`src/rtl/regfile_scoreboard.sv`:
```
// Register file with combinational read ports, optional write bypass and hardwired zero,
// plus a per-register busy scoreboard and a registered count of outstanding producers.
module regfile_scoreboard #(
    parameter int DATA_W   = 32,
    parameter int ADDR_W   = 5,
    parameter int NUM_READ = 2,
    parameter int BYPASS   = 1,
    parameter int ZERO_REG = 1
) (
    input  logic                         clock,
    input  logic                         reset,
    input  logic [NUM_READ*ADDR_W-1:0]   rd_addr,
    output logic [NUM_READ*DATA_W-1:0]   rd_data,
    output logic [NUM_READ-1:0]          rd_busy,
    input  logic                         wr_en,
    input  logic [ADDR_W-1:0]            wr_addr,
    input  logic [DATA_W-1:0]            wr_data,
    input  logic                         issue_en,
    input  logic [ADDR_W-1:0]            issue_addr,
    input  logic                         flush,
    output logic [ADDR_W:0]              busy_count
);

    localparam int DEPTH = 1 << ADDR_W;

    logic [DATA_W-1:0] mem_q [DEPTH];
    logic [DEPTH-1:0]  busy_q;
    logic [DEPTH-1:0]  busy_d;
    logic [ADDR_W:0]   count_q;
    logic [ADDR_W:0]   count_d;
    logic              wr_ok;
    logic              issue_ok;
    logic              inc;
    logic              dec;
    logic [ADDR_W-1:0] rd_idx;

    // Writes and issues aimed at the hardwired zero register are discarded up front.
    assign wr_ok    = wr_en    && !((ZERO_REG != 0) && (wr_addr    == '0));
    assign issue_ok = issue_en && !((ZERO_REG != 0) && (issue_addr == '0));

    // A same-register issue+writeback keeps the bit set, so the writeback must not decrement.
    assign inc = issue_ok && !busy_q[issue_addr];
    assign dec = wr_ok && busy_q[wr_addr] && !(issue_ok && (issue_addr == wr_addr));

    always_comb begin
        busy_d  = busy_q;
        count_d = count_q + {{ADDR_W{1'b0}}, inc} - {{ADDR_W{1'b0}}, dec};
        if (wr_ok) begin
            busy_d[wr_addr] = 1'b0;
        end
        if (issue_ok) begin
            busy_d[issue_addr] = 1'b1;
        end
        if (flush) begin
            busy_d  = '0;
            count_d = '0;
        end
    end

    always_ff @(posedge clock or posedge reset) begin
        if (reset) begin
            for (int i = 0; i < DEPTH; i++) begin
                mem_q[i] <= '0;
            end
            busy_q  <= '0;
            count_q <= '0;
        end else begin
            if (wr_ok) begin
                mem_q[wr_addr] <= wr_data;
            end
            busy_q  <= busy_d;
            count_q <= count_d;
        end
    end

    // Zero register wins over bypass, which wins over stored contents.
    always_comb begin
        rd_data = '0;
        rd_busy = '0;
        rd_idx  = '0;
        for (int k = 0; k < NUM_READ; k++) begin
            rd_idx = rd_addr[k*ADDR_W +: ADDR_W];
            rd_data[k*DATA_W +: DATA_W] = mem_q[rd_idx];
            rd_busy[k] = busy_q[rd_idx];
            if ((BYPASS != 0) && wr_en && (wr_addr == rd_idx)) begin
                rd_data[k*DATA_W +: DATA_W] = wr_data;
                rd_busy[k] = 1'b0;
            end
            if ((ZERO_REG != 0) && (rd_idx == '0)) begin
                rd_data[k*DATA_W +: DATA_W] = '0;
                rd_busy[k] = 1'b0;
            end
        end
    end

    assign busy_count = count_q;

endmodule
```
`config.mk`:
```
export PLATFORM = sky130hd
export DESIGN_NAME = regfile_scoreboard
export DESIGN_NICKNAME = d
export VERILOG_FILES = /design/src/rtl/regfile_scoreboard.sv
export SDC_FILE = /design/constraint.sdc
export NUM_CORES = 2
export LEC_CHECK = 0
export CAP_MARGIN = 40
export CORE_MARGIN = 2
export CORE_UTILIZATION = 45
export CTS_BUF_LIST = sky130_fd_sc_hd__clkbuf_8 sky130_fd_sc_hd__clkbuf_16
export CTS_CLUSTER_DIAMETER = 120
export DETAILED_ROUTE_END_ITERATION = 7
export SLEW_MARGIN = 10
export SYNTH_ARGS = -nofsm -noshare
export SYNTH_HDL_FRONTEND = slang
export SYNTH_SLANG_ARGS = --single-unit
```
`constraint.sdc`:
```
create_clock -name clock -period 44.6 [get_ports clock]
set_input_delay 8.92 -clock clock [delete_from_list [all_inputs] [get_ports clock]]
set_output_delay 8.92 -clock clock [all_outputs]
set_load 0.02 [all_outputs]
```
# After elaboration in Yosys (flattened, before gate mapping)
# Index checks and enable logic that the tools add are counted.
# Widths: inputs -> output; s select.
# totals
out_inout_bits	72
ff_bits	1062
inputBits	57
word_cells	107
# classes
reduce_logical	19
addsub	2
eq_ne	3
bitwise_logic	6
n_lt_le_gt_ge	10
muxes	33
# op_table
operator	n
$bwmux 1024	1
$mux 32	12
$bmux 32 s5	2
$demux 32 s5	1
$and 32x32->32	1
$not 32->32	1
$or 32x32->32	1
$lt 5x6->1 const B	4
$bmux 1 s5	4
$logic_not 5->1	4
$ge 6x6->1 const B	3
$not 5->6	3
$eq 5x5->1	3
$logic_and 1x1->1	11
$demux 1 s5	2
$ge 5x1->1 const B	2
$mux 1	10
$add 6x1->6	1
$lt 6x1->1 const B	1
$mux 6	1
$sub 6x1->6	1
$logic_not 1->1	4

# Depth between registers and ports, before layout
# logic_depth
word_depth	10
depth_mapped	17
mapped_depth_nobuf	15

# Least setup slack after synthesis
# OpenSTA, ideal clock, no wires.
# synth_timing
path_type	input port to output port
start	input port rd_addr[5]
end	output port rd_data[47]
slack_ns	25.076
required_time_ns	35.680
n_path_buf	3
stages	7
t_arrival_ns	10.604
path_cell_list	buf_6 > buf_6 > buf_2 > mux4_2 > a22oi_1 > a21oi_1 > a221o_1
# synth_between
elab_chain_cells	6
# synth_rtl
item	line	text
start, declared	12	input logic [NUM_READ*ADDR_W-1:0] rd_addr,
$not 5->6 (implied by the code)	83	rd_data[k*DATA_W +: DATA_W] = mem_q[rd_idx];
$bmux 32 s5	83	
$mux 32 (implied by the code) (2 in series)	83	
$mux 32	85	if ((BYPASS != 0) && wr_en && (wr_addr == rd_idx)) begin
$mux 32 *	89	if ((ZERO_REG != 0) && (rd_idx == '0)) begin
end, declared	13	output logic [NUM_READ*DATA_W-1:0] rd_data,
# Every way passes the cells marked *; elsewhere a longest branch is shown, timed or not. The select of a mux whose other input is x is not followed.

# Final worst setup path
# layout_timing
start	input port rd_addr[0]
end	output port rd_data[29]
# The elaborated chain is that of the path after synthesis.

==> results.ini <==
[die]
fp-row-count = 131
start_util = 0.455
fp.dieArea_sq_um = 132000
pin_count = 129
die_y_um = 363
core_sq_um = 128000
die_x_um = 363

[global_routing]
antenna_found_initial = 4
met2_usage = 0.456
globalRouteMet1Util = 0.406
grt.total_usage = 0.291
grt_pass1_vias = 38631
grt-busiest-layer = met2
grt_use_met3 = 0.0586
grt_pass1_wl_um = 280000
grt_max_degree = 163
grt_overflow = 0

[logic_synthesis]
synth_flop_cell = dfrtp_1
ys_ff_latch = 1062
syn_inst = 4018
ys_seq_area_frac = 0.457
syn_area_per_cell_sq_um = 14.5
synth_fp_nets = 4082
syn_area_sq_um = 58100
ys_async_sr_fraction = 1.00
synth-edff-count = 0
synth.distinct_cells = 64
synth.yosys.warnings = 0

[sta]
fmax_mhz = 44.5
tightest_slew_ps = 1040
slew_headroom = 0.307
tns_ps = 0
rsz0062_at_grt = no
setup_viol = 0
drv_slew = 0
timing.final.ws_setup_ps = 22150
fin_hold_ws_ps = 393
fin_crit_sh = 0.503
skew_ps = 10.6
period_needed_ps = 22450
final-hold-violation-count = 0

[critical_path]
critPathLaunch = rd_addr[0]
arrival_ps = 13530
reg2reg_from = busy_q[11]$_DFF_PP0_
crit_type = input pin to output port
end_kind = output port
startpoint_type = input pin
cp_max_fo = 80
cp.required_ps = 35680

[placement]
dp_hpwl_um = 113000
dp_cells = 5502
port_buffers = 128
gp_congestion = 0.812
post-place-ws_ps = 22020

[power]
p_comb_frac = 0.208
total_leakage_power_nw = 28.7
clockPowerShare = 0.354
vdd_drop_max_mv = 0.0309
p_sw_frac = 0.276
pwr_density_cell_nw_per_um2 = 44.1
p_sw_uw = 799
seqPwrFrac = 0.438
intPower_mw = 2.09

[finish]
fill_cells = 10761
nets = 4025
final_cells = 5721
drive_above_1_share = 0.459
area_growth_pct = 12.8

[drt]
wl_um = 191000
drt_pass1_iterations = 5
drt_iter0_markers = 3727
num_vias = 38121
detail-route-antenna-nets = 0
routedWlPerCell_um = 33.3
drcViolationCount = 0
routed_via_density = 6.66

[flow_run]
max-cap-violations = 0

[clocking]
clock_latency_ps = 740
ctsLongestPathBuffers = 3
cts.clk_slew.worst_paths_ps = 60
postCtsSetupRepairBufs = 0
clock-sinks = 1062
cts_buffers = 118
holdBufCountCts = 0
ctsResizeCount = 0
cts.htree.levels = 3
cts_tree = built
root_buffer = clkbuf_16

[run_status]
status = completed

[min_path]
hold_path.class = register to register
worstHoldStart = mem_q[1003]$_DFFE_PP0P_

[per-stage QoR]
step            util  cell area (sq um)  power, mW
3_3_place_gp   0.472              60300       1.86
5_1_grt        0.513              65600       3.01
3_5_place_dp   0.481              61500       1.88
4_1_cts        0.513              65500       2.90
2_1_floorplan      -              58100       1.71
6_report       0.513              65600       2.89
[path summary, 6_finish.rpt]
path / end / slack (ps) / depth (start not counted)
worst max-delay path: rd_data[29] / 22150 / 10
worst min-delay path: mem_q[1003]$_DFFE_PP0P_ / 390 / 0
worst max register to register: busy_count[5]$_DFF_PP0_ / 41300 / 12
worst min register to register: mem_q[1003]$_DFFE_PP0P_ / 390 / 0
max in group asynchronous: mem_q[924]$_DFFE_PP0P_ / 33020 / 6
min in group asynchronous: mem_q[391]$_DFFE_PP0P_ / 8710 / 2
[layout make-up]
cell class	instances	area (sq um)	area share
Timing Repair Buffer	283	3310	0.0506
Antenna cell	1	2.50	0.0000382
Sequential cell	1062	26600	0.405
Multi-Input combinational cell	2479	29500	0.450
Clock inverter	74	722	0.0110
Clock buffer	143	3320	0.0506
Tap cell	1662	2080	0.0317
Inverter	17	71.3	0.00109
[cell usage in the layout (no fill, tap or decap), types with 14 or more instances in the layout]
cell type / synthesis / routed
buf_4: 34 / 101
nor3_1: 23 / 23
clkbuf_8: 0 / 23
buf_16: 0 / 29
nand2_1: 70 / 47
o211ai_1: 17 / 17
xnor2_1: 14 / 14
o22ai_1: 43 / 43
mux2_2: 990 / 990
dfrtp_1: 1062 / 1062
nand2_4: 0 / 19
o21bai_1: 18 / 18
a211oi_1: 68 / 68
clkdlybuf4s50_1: 0 / 119
o21ai_0: 36 / 36
clkbuf_16: 0 / 120
mux2i_1: 241 / 241
nor2b_1: 34 / 28
nor2_1: 55 / 47
buf_12: 0 / 18
bufinv_16: 0 / 14
a21oi_1: 50 / 50
nand3_1: 26 / 26
mux4_2: 455 / 455
a22oi_1: 91 / 91
clkinv_2: 0 / 28
inv_1: 16 / 42
a211o_1: 32 / 32
a221o_1: 16 / 16
nand2b_1: 14 / 14
a221oi_1: 65 / 65
[power by group through the flow]
stage / combinational [mW] / sequential, mW / clock (mW)
after CTS: 0.605 / 1.26 / 1.04
final: 0.602 / 1.27 / 1.02
after floorplan: 0.461 / 1.24 / 0
after global routing: 0.644 / 1.29 / 1.07
after global placement: 0.586 / 1.27 / 0
after detailed placement: 0.602 / 1.28 / 0
[logic make-up after synthesis]
family          after synthesis  synth area share
xor+xnor                     19           0.00286
buf+inv                     477            0.0406
fa+ha+maj                     7           0.00164
compound gates              491            0.0634
simple gates                270            0.0236
flops                      1062             0.457
mux                        1692             0.411
[Yosys cell counts (6+ instances only)]
cell,count,area share
a22oi_1,91,0.012
buf_8,8,0.0021
nand2_1,70,0.0045
nor3_1,23,0.0020
nor3b_1,9,0.0012
o211ai_1,17,0.0022
xnor2_1,14,0.0021
nand2b_1,14,0.0015
a221oi_1,65,0.0098
a211o_1,32,0.0048
mux2i_1,241,0.041
a221o_1,16,0.0028
a21oi_1,50,0.0043
nand3_1,26,0.0022
o21bai_1,18,0.0023
o21ai_0,36,0.0031
o22ai_1,43,0.0046
buf_1,27,0.0017
buf_2,140,0.012
and3b_1,6,0.00090
mux2_1,6,0.0012
a22o_1,12,0.0018
buf_4,34,0.0044
dfrtp_1,1062,0.46
a31oi_1,9,0.00097
a221oi_2,9,0.0023
nor2b_1,34,0.0037
inv_1,16,0.0010
ha_1,6,0.0013
mux4_2,455,0.18
clkbuf_1,227,0.015
nor2_1,55,0.0036
mux2_2,990,0.19
a211oi_1,68,0.0088
buf_6,23,0.0045
[sequential cells by signal, indices dropped and copies added, names as in the netlist]
signal / cells
mem_q: 1024
busy_count: 6
busy_q: 32
[metal layers]
metal,part of all wire,up-vias,wire length (um)
met4,0.036,4,6810
li1,-,15508,-
met2,0.47,1563,88800
met5,0.00014,-,26
met1,0.42,20690,80200
met3,0.078,356,14800
[worst max-delay path, cell delays in order]
cell and delay, ps:
buf_8 400, buf_12 490, buf_12 580, buf_4 750, mux4_2 580, or3b_1 350, o31ai_1 90, a211oi_1 100
a211o_1 380, clkdlybuf4s50_1 570
Note: power is estimated with default switching activity, not from simulation.
